### config.mk
export PLATFORM = sky130hd
export DESIGN_NAME = soda_dispense_sequencer
export DESIGN_NICKNAME = d
export VERILOG_FILES = /design/src/rtl/soda_machine_types.sv /design/src/rtl/soda_timer.sv /design/src/rtl/soda_dispense_sequencer.sv
export SDC_FILE = /design/constraint.sdc
export NUM_CORES = 1
export LEC_CHECK = 0
export ABC_CLOCK_PERIOD_IN_PS = 3500
export BUFFER_PORTS_ARGS = -buffer_cell sky130_fd_sc_hd__buf_2
export CELL_PAD_IN_SITES_DETAIL_PLACEMENT = 1
export CELL_PAD_IN_SITES_GLOBAL_PLACEMENT = 2
export CORE_MARGIN = 2
export CORE_UTILIZATION = 36
export CTS_CLUSTER_DIAMETER = 100
export DETAILED_ROUTE_END_ITERATION = 7
export PLACE_DENSITY_LB_ADDON = 0.1
export RECOVER_POWER = 100
export SYNTH_ARGS = -nofsm -noshare
export SYNTH_HDL_FRONTEND = slang
export SYNTH_SLANG_ARGS = --single-unit
### constraint.sdc
create_clock -name clk -period 3.5 [get_ports clk]
set_input_delay 0.525 -clock clk [delete_from_list [all_inputs] [get_ports clk]]
set_output_delay 0.525 -clock clk [all_outputs]
set_load 0.01 [all_outputs]
### src/rtl/soda_machine_types.sv
// Shared types and timing defaults for the soda dispense sequencer.
// The optional cup sensor is enabled with SODA_CUP_SENSE_EN.
package soda_machine_types;

    typedef enum logic [2:0] {
        IDLE,
        KICK1,
        WAIT1,
        KICK2,
        WAIT2,
        POUR,
        FAULT
    } dispense_state_type;

    localparam int DEF_KICK_CYCLES  = 8;
    localparam int DEF_COIN_TIMEOUT = 1000;
    localparam int DEF_MAX_RETRY    = 2;
    localparam int DEF_POUR_CYCLES  = 5000;
    localparam int DEF_PEND_W       = 4;

    // Timer is loaded with duration-1, so $clog2 of the longest duration fits.
    function automatic int timer_width(input int a, input int b, input int c);
        int m;
        m = a;
        if (b > m) m = b;
        if (c > m) m = c;
        return (m < 2) ? 1 : $clog2(m);
    endfunction

endpackage

### src/rtl/soda_timer.sv
// Loadable down-counter shared by all timed states of the sequencer.
// done is high whenever the count has reached zero.
module soda_timer #(
    parameter int W = 8
) (
    input  logic         clk,
    input  logic         reset_n,
    input  logic         load,
    input  logic         en,
    input  logic [W-1:0] value,
    output logic         done
);

    logic [W-1:0] cnt_q;

    always_ff @(posedge clk or negedge reset_n) begin
        if (!reset_n) begin
            cnt_q <= '0;
        end else if (load) begin
            cnt_q <= value;
        end else if (en && (cnt_q != '0)) begin
            cnt_q <= cnt_q - 1'b1;
        end
    end

    assign done = (cnt_q == '0);

endmodule

### src/rtl/soda_dispense_sequencer.sv
// Queues coin ejections and pours from the vending FSM and runs the
// hopper/valve actuators one job at a time. Option: SODA_CUP_SENSE_EN.
module soda_dispense_sequencer
    import soda_machine_types::*;
#(
    parameter int KICK_CYCLES  = DEF_KICK_CYCLES,
    parameter int COIN_TIMEOUT = DEF_COIN_TIMEOUT,
    parameter int MAX_RETRY    = DEF_MAX_RETRY,
    parameter int POUR_CYCLES  = DEF_POUR_CYCLES,
    parameter int PEND_W       = DEF_PEND_W
) (
    input  logic clk,
    input  logic reset_n,
    input  logic pour_water,
    input  logic change1,
    input  logic change2,
    input  logic change22,
    input  logic coin_seen,
`ifdef SODA_CUP_SENSE_EN
    input  logic cup_present,
`endif
    output logic hopper1_kick,
    output logic hopper2_kick,
    output logic valve_open,
    output logic busy,
    output logic fault,
    output logic overflow
);

    localparam int TW = timer_width(KICK_CYCLES, COIN_TIMEOUT, POUR_CYCLES);
    localparam int CW = PEND_W + 2;
    localparam logic [CW-1:0] PMAX = CW'((1 << PEND_W) - 1);
    localparam logic [TW-1:0] T_KICK = TW'(KICK_CYCLES - 1);
    localparam logic [TW-1:0] T_WAIT = TW'(COIN_TIMEOUT - 1);
    localparam logic [TW-1:0] T_POUR = TW'(POUR_CYCLES - 1);
    localparam logic [7:0] RETRY_MAX = 8'(MAX_RETRY);

    dispense_state_type state_q, state_d;
    logic [PEND_W-1:0] c1_q, c2_q, pw_q;
    logic [CW-1:0] n1, n2, np;
    logic [7:0] retry_q, retry_d;
    logic [2:0] coin_q;
    logic coin_edge, cup_ok;
    logic t_load, t_en, t_done;
    logic [TW-1:0] t_val;
    logic dec1, dec2, decp;
    logic hop1_q, hop2_q, valve_q, ovf_q;

`ifdef SODA_CUP_SENSE_EN
    logic [1:0] cup_q;

    always_ff @(posedge clk or negedge reset_n) begin
        if (!reset_n) cup_q <= '0;
        else cup_q <= {cup_q[0], cup_present};
    end

    assign cup_ok = cup_q[1];
`else
    assign cup_ok = 1'b1;
`endif

    assign coin_edge = coin_q[1] & ~coin_q[2];

    soda_timer #(.W(TW)) u_timer (
        .clk     (clk),
        .reset_n (reset_n),
        .load    (t_load),
        .en      (t_en),
        .value   (t_val),
        .done    (t_done)
    );

    // Net per-cycle change; saturation is judged after the job's decrement.
    assign n1 = CW'(c1_q) + CW'(change1) - CW'(dec1);
    assign n2 = CW'(c2_q) + CW'(change2) + CW'({change22, 1'b0}) - CW'(dec2);
    assign np = CW'(pw_q) + CW'(pour_water) - CW'(decp);

    always_comb begin
        state_d = state_q;
        retry_d = retry_q;
        t_load  = 1'b0;
        t_en    = 1'b0;
        t_val   = '0;
        dec1    = 1'b0;
        dec2    = 1'b0;
        decp    = 1'b0;
        unique case (state_q)
            IDLE: begin
                if (c1_q != '0) begin
                    state_d = KICK1;
                    t_load  = 1'b1;
                    t_val   = T_KICK;
                end else if (c2_q != '0) begin
                    state_d = KICK2;
                    t_load  = 1'b1;
                    t_val   = T_KICK;
                end else if ((pw_q != '0) && cup_ok) begin
                    state_d = POUR;
                    t_load  = 1'b1;
                    t_val   = T_POUR;
                end
            end
            KICK1, KICK2: begin
                if (t_done) begin
                    state_d = (state_q == KICK1) ? WAIT1 : WAIT2;
                    t_load  = 1'b1;
                    t_val   = T_WAIT;
                end else begin
                    t_en = 1'b1;
                end
            end
            WAIT1, WAIT2: begin
                if (coin_edge) begin
                    dec1    = (state_q == WAIT1);
                    dec2    = (state_q == WAIT2);
                    retry_d = '0;
                    state_d = IDLE;
                end else if (t_done) begin
                    if (retry_q < RETRY_MAX) begin
                        retry_d = retry_q + 8'd1;
                        state_d = (state_q == WAIT1) ? KICK1 : KICK2;
                        t_load  = 1'b1;
                        t_val   = T_KICK;
                    end else begin
                        state_d = FAULT;
                    end
                end else begin
                    t_en = 1'b1;
                end
            end
            POUR: begin
                if (t_done && cup_ok) begin
                    decp    = 1'b1;
                    state_d = IDLE;
                end else begin
                    t_en = cup_ok;
                end
            end
            default: ;
        endcase
    end

    always_ff @(posedge clk or negedge reset_n) begin
        if (!reset_n) begin
            state_q <= IDLE;
            retry_q <= '0;
            coin_q  <= '0;
            c1_q    <= '0;
            c2_q    <= '0;
            pw_q    <= '0;
            hop1_q  <= 1'b0;
            hop2_q  <= 1'b0;
            valve_q <= 1'b0;
            ovf_q   <= 1'b0;
        end else begin
            state_q <= state_d;
            retry_q <= retry_d;
            coin_q  <= {coin_q[1:0], coin_seen};
            c1_q    <= (n1 > PMAX) ? '1 : n1[PEND_W-1:0];
            c2_q    <= (n2 > PMAX) ? '1 : n2[PEND_W-1:0];
            pw_q    <= (np > PMAX) ? '1 : np[PEND_W-1:0];
            hop1_q  <= (state_q == KICK1);
            hop2_q  <= (state_q == KICK2);
            valve_q <= (state_q == POUR) && cup_ok;
            ovf_q   <= (n1 > PMAX) || (n2 > PMAX) || (np > PMAX);
        end
    end

    assign hopper1_kick = hop1_q;
    assign hopper2_kick = hop2_q;
    assign valve_open   = valve_q;
    assign overflow     = ovf_q;
    assign fault        = (state_q == FAULT);
    assign busy         = (state_q != FAULT) &&
                          ((state_q != IDLE) || ({c1_q, c2_q, pw_q} != '0));

endmodule

==> impl_metrics.yaml <==
run_status:
  status: "finished, violations left"
  violations: "capacitance limit, slew limit"
sta:
  hold_slack_ps: 322
  final_hold_viol_count: 0
  finalCritPeriodShare_pct: 92.4
  worst_slew_margin_rel_pct: -58.9
  period_needed_ps: 3230
  rsz0062_at_grt: "false"
  clock_skew_ps: 5.23
  tightestPinTransition_ps: 2380
  fmax_mhz: 309
  setup_violations: 0
  slew_viol_final: 44
  fin_setup_tns_ps: 0
critical_path:
  r2r-end: "overflow"
  crit_path_max_fanout: 5
  cp-startpoint: "u_timer.cnt_q[0]"
  reg2reg_from: "u_timer.cnt_q[0]"
  end_kind: "flip-flop"
  cp.arrival_ps: 3430
  r2r_cells: 16
  rrSetupSlack_ps: 270
  critical_path_class: "flip-flop to flip-flop"
  required_ps: 3690
  cp-start-kind: "flip-flop"
synthesis:
  synthAdderAreaFrac_pct: 13.3
  yosys.area_share.xor_xnor_pct: 3.88
  yosysUniqueCellTypes: 51
  synth-edff-count: 0
  avgSynthCellArea_um2: 9.65
  synth-warning-count: 0
  synth_compound_gate_area_share_pct: 12.9
  synth_seq_cells: 43
  syn_area_um2: 2710
  synthesis.nets: 315
  synth_ff_type: "dfrtp_1"
  synth_top_family_by_area: "simple AND/OR/NAND/NOR gates"
  ys_seq_area_share_pct: 39.7
  synthMuxAreaShare_pct: 0.415
  synth_simple_gate_area_share_pct: 24.3
  syn_inst: 281
  synth-async-reset-ratio_pct: 100
pwr:
  pwr-share-clk_pct: 15.6
  p_int_mw: 1.53
  peakVddDrop_mv: 0.366
  p_per_area_nw_per_um2: 900
  power.switching_mw: 1.21
  switching_share_pct: 44.1
  seq_power_share_pct: 29.5
  combPwrFrac_pct: 54.9
  leakage_nw: 1.45
clocking:
  clockRootBuffer: "clkbuf_8"
  cts_buffers: 5
  clkTransAtPathRegs_ps: 90
  post-cts-setup-buffer-count: 0
  cts_buffer_depth: 2
  clock_sinks: 43
  clock_latency_ps: 300
  cts_tree: "yes"
  htreeDepth: 2
final_layout:
  layout-drive-gt1-share_pct: 11.8
  nFillCells: 901
  antenna_cells: 0
  nets: 338
  area_growth_pct: 12.2
detailed_routing:
  drc: 0
  viasPerCell: 5.16
  first_pass_iters: 4
  drtIter0Drc: 96
  vias: 2086
  wl_per_cell_um: 15.4
  wl_um: 6220
  final_antenna_net_count: 0
floorplanning:
  start_util_pct: 37.2
  die_area_um2: 8240
  die_width_um: 90.8
  ios: 13
  core_area_um2: 7290
  die_height_um: 90.8
  rows: 31
hold_path:
  hold_path_end: "coin_q[0]"
  min_path_cells: 1
  hold_start: "coin_seen"
  hp-class: "input pin to flip-flop"
global_route:
  antenna_found_initial: 0
  track_usage_pct: 16.4
  grt_first_pass_wirelength_um: 10900
  grt-ovfl-total: 0
  grt_max_degree: 44
  grt_pass1_vias: 2189
placed_design:
  hpwl_um: 4730
  gp_congestion: 0.828
  portBuffers: 12
flow_run:
  drv_cap: 1
stage by stage:
stage	total power [mW]	area, um2	instances	setup WS [ps]	utilization [%]
final	2.74	3040	404	267	41.7
after detailed placement	2.36	2940	396	215	40.3
after global routing	3.02	3040	404	3.94	41.7
after floorplan	1.88	2710	281	194	-
after global placement	2.34	2940	396	335	40.3
after CTS	2.80	3060	404	197	41.9
synth_stat cells, types with 2 or more instances:
master	instances	share of area, %
a211oi_1	5	1.4
a21boi_0	2	0.55
a21o_1	5	1.4
a21oi_1	11	2.0
a31o_2	2	0.65
a31oi_1	4	0.92
and2_1	3	0.69
and3_1	8	1.8
buf_6	2	0.83
clkbuf_1	4	0.55
dfrtp_1	43	40
fa_1	3	2.2
ha_1	24	11
inv_1	29	4.0
nand2_1	20	2.8
nand2b_1	9	2.1
nand3_1	7	1.3
nand4_1	7	1.6
nor2_1	18	2.5
nor2b_1	6	1.4
nor3_1	10	1.8
nor3b_1	5	1.4
nor4_4	2	1.6
o21a_1	3	0.83
o21ai_0	10	1.8
o22ai_1	2	0.46
or3_1	3	0.69
xnor2_1	6	1.9
xor2_1	6	1.9
power by group through the flow:
stage	Clock, mW	Combinational (mW)	Sequential, mW
floorplan	0	1.08	0.797
global placement	0	1.52	0.814
detailed placement	0	1.54	0.821
CTS	0.443	1.55	0.810
global route	0.465	1.72	0.834
finish	0.428	1.50	0.808
sequential cells by signal, summed over array words and instances (netlist names):
signal	count
u_timer.cnt_q	13
retry_q	8
c1_q	4
c2_q	4
pw_q	4
coin_q	3
state_q	3
hopper1_kick	1
hopper2_kick	1
overflow	1
valve_open	1
cells by family after synthesis:
family	after synthesis
xor gates and xnor gates	12
and+or+nand+nor	109
muxes	1
adders and majority gates	27
DFF	43
AOI/OAI and AO/OA	53
buffers and inverters	36
how the worst max path moves through the flow:
stage               cells past startpoint       end  slack, ps
floorplan                              15  overflow        190
global route                           16  overflow          4
global placement                       16  overflow        330
finish                                 16  overflow        270
CTS                                    16  overflow        200
detailed placement                     16  overflow        210
cells in the final DEF (no fill, tap or decap), drive strengths merged, types with 2 or more instances in the layout:
| cell | n |
|---|---|
| nor4 | 3 |
| a31o | 2 |
| xor2 | 6 |
| nor3b | 6 |
| clkbuf | 15 |
| nand4b | 2 |
| xnor2 | 6 |
| and2 | 3 |
| nor3 | 11 |
| nor2b | 6 |
| a21boi | 2 |
| a21oi | 11 |
| nand4 | 7 |
| a21o | 6 |
| o22ai | 2 |
| dfrtp | 43 |
| and3 | 8 |
| nor2 | 18 |
| inv | 30 |
| o21a | 3 |
| nand2b | 9 |
| buf | 14 |
| a211oi | 5 |
| nand3 | 7 |
| fa | 3 |
| o21ai | 11 |
| or3 | 3 |
| nand2 | 21 |
| ha | 24 |
| and4 | 2 |
| a31oi | 4 |
critical path, cell delays in order (launching register included):
cell and delay, ps:
dfrtp_1 440, inv_1 100, ha_2 210, nor3b_4 190
and4b_2 290, and3_1 180, ha_1 230, inv_1 50
ha_1 150, inv_1 60, fa_1 390, nand2b_1 180
a21oi_2 160, nor3_1 60, a211oi_1 220, buf_4 170
nand3_1 60
layout make-up:
cell class              instances  area, um2  area share, %
multi-input cells             202       1490           48.8
clock inverters                 2       38.8           1.28
clock buffers                   6       82.6           2.71
flip-flops and latches         43       1080           35.4
well taps                      99        124           4.07
inverters                      29        109           3.58
repair buffers                 23        126           4.15
routing by layer:
metal	wire [um]	share of wire (%)	track usage [%]
met5	0	0	0
met4	69	1.1	4.17
met3	133	2.1	2.67
met2	2890	46	26.9
met1	3130	50	22.6
timing repair:
item | CTS | global route
gates resized for setup | 0 | 2
hold buffers | 0 | 0
setup endpoints to repair | 0 | 5
(Power assumes the default switching activity.)
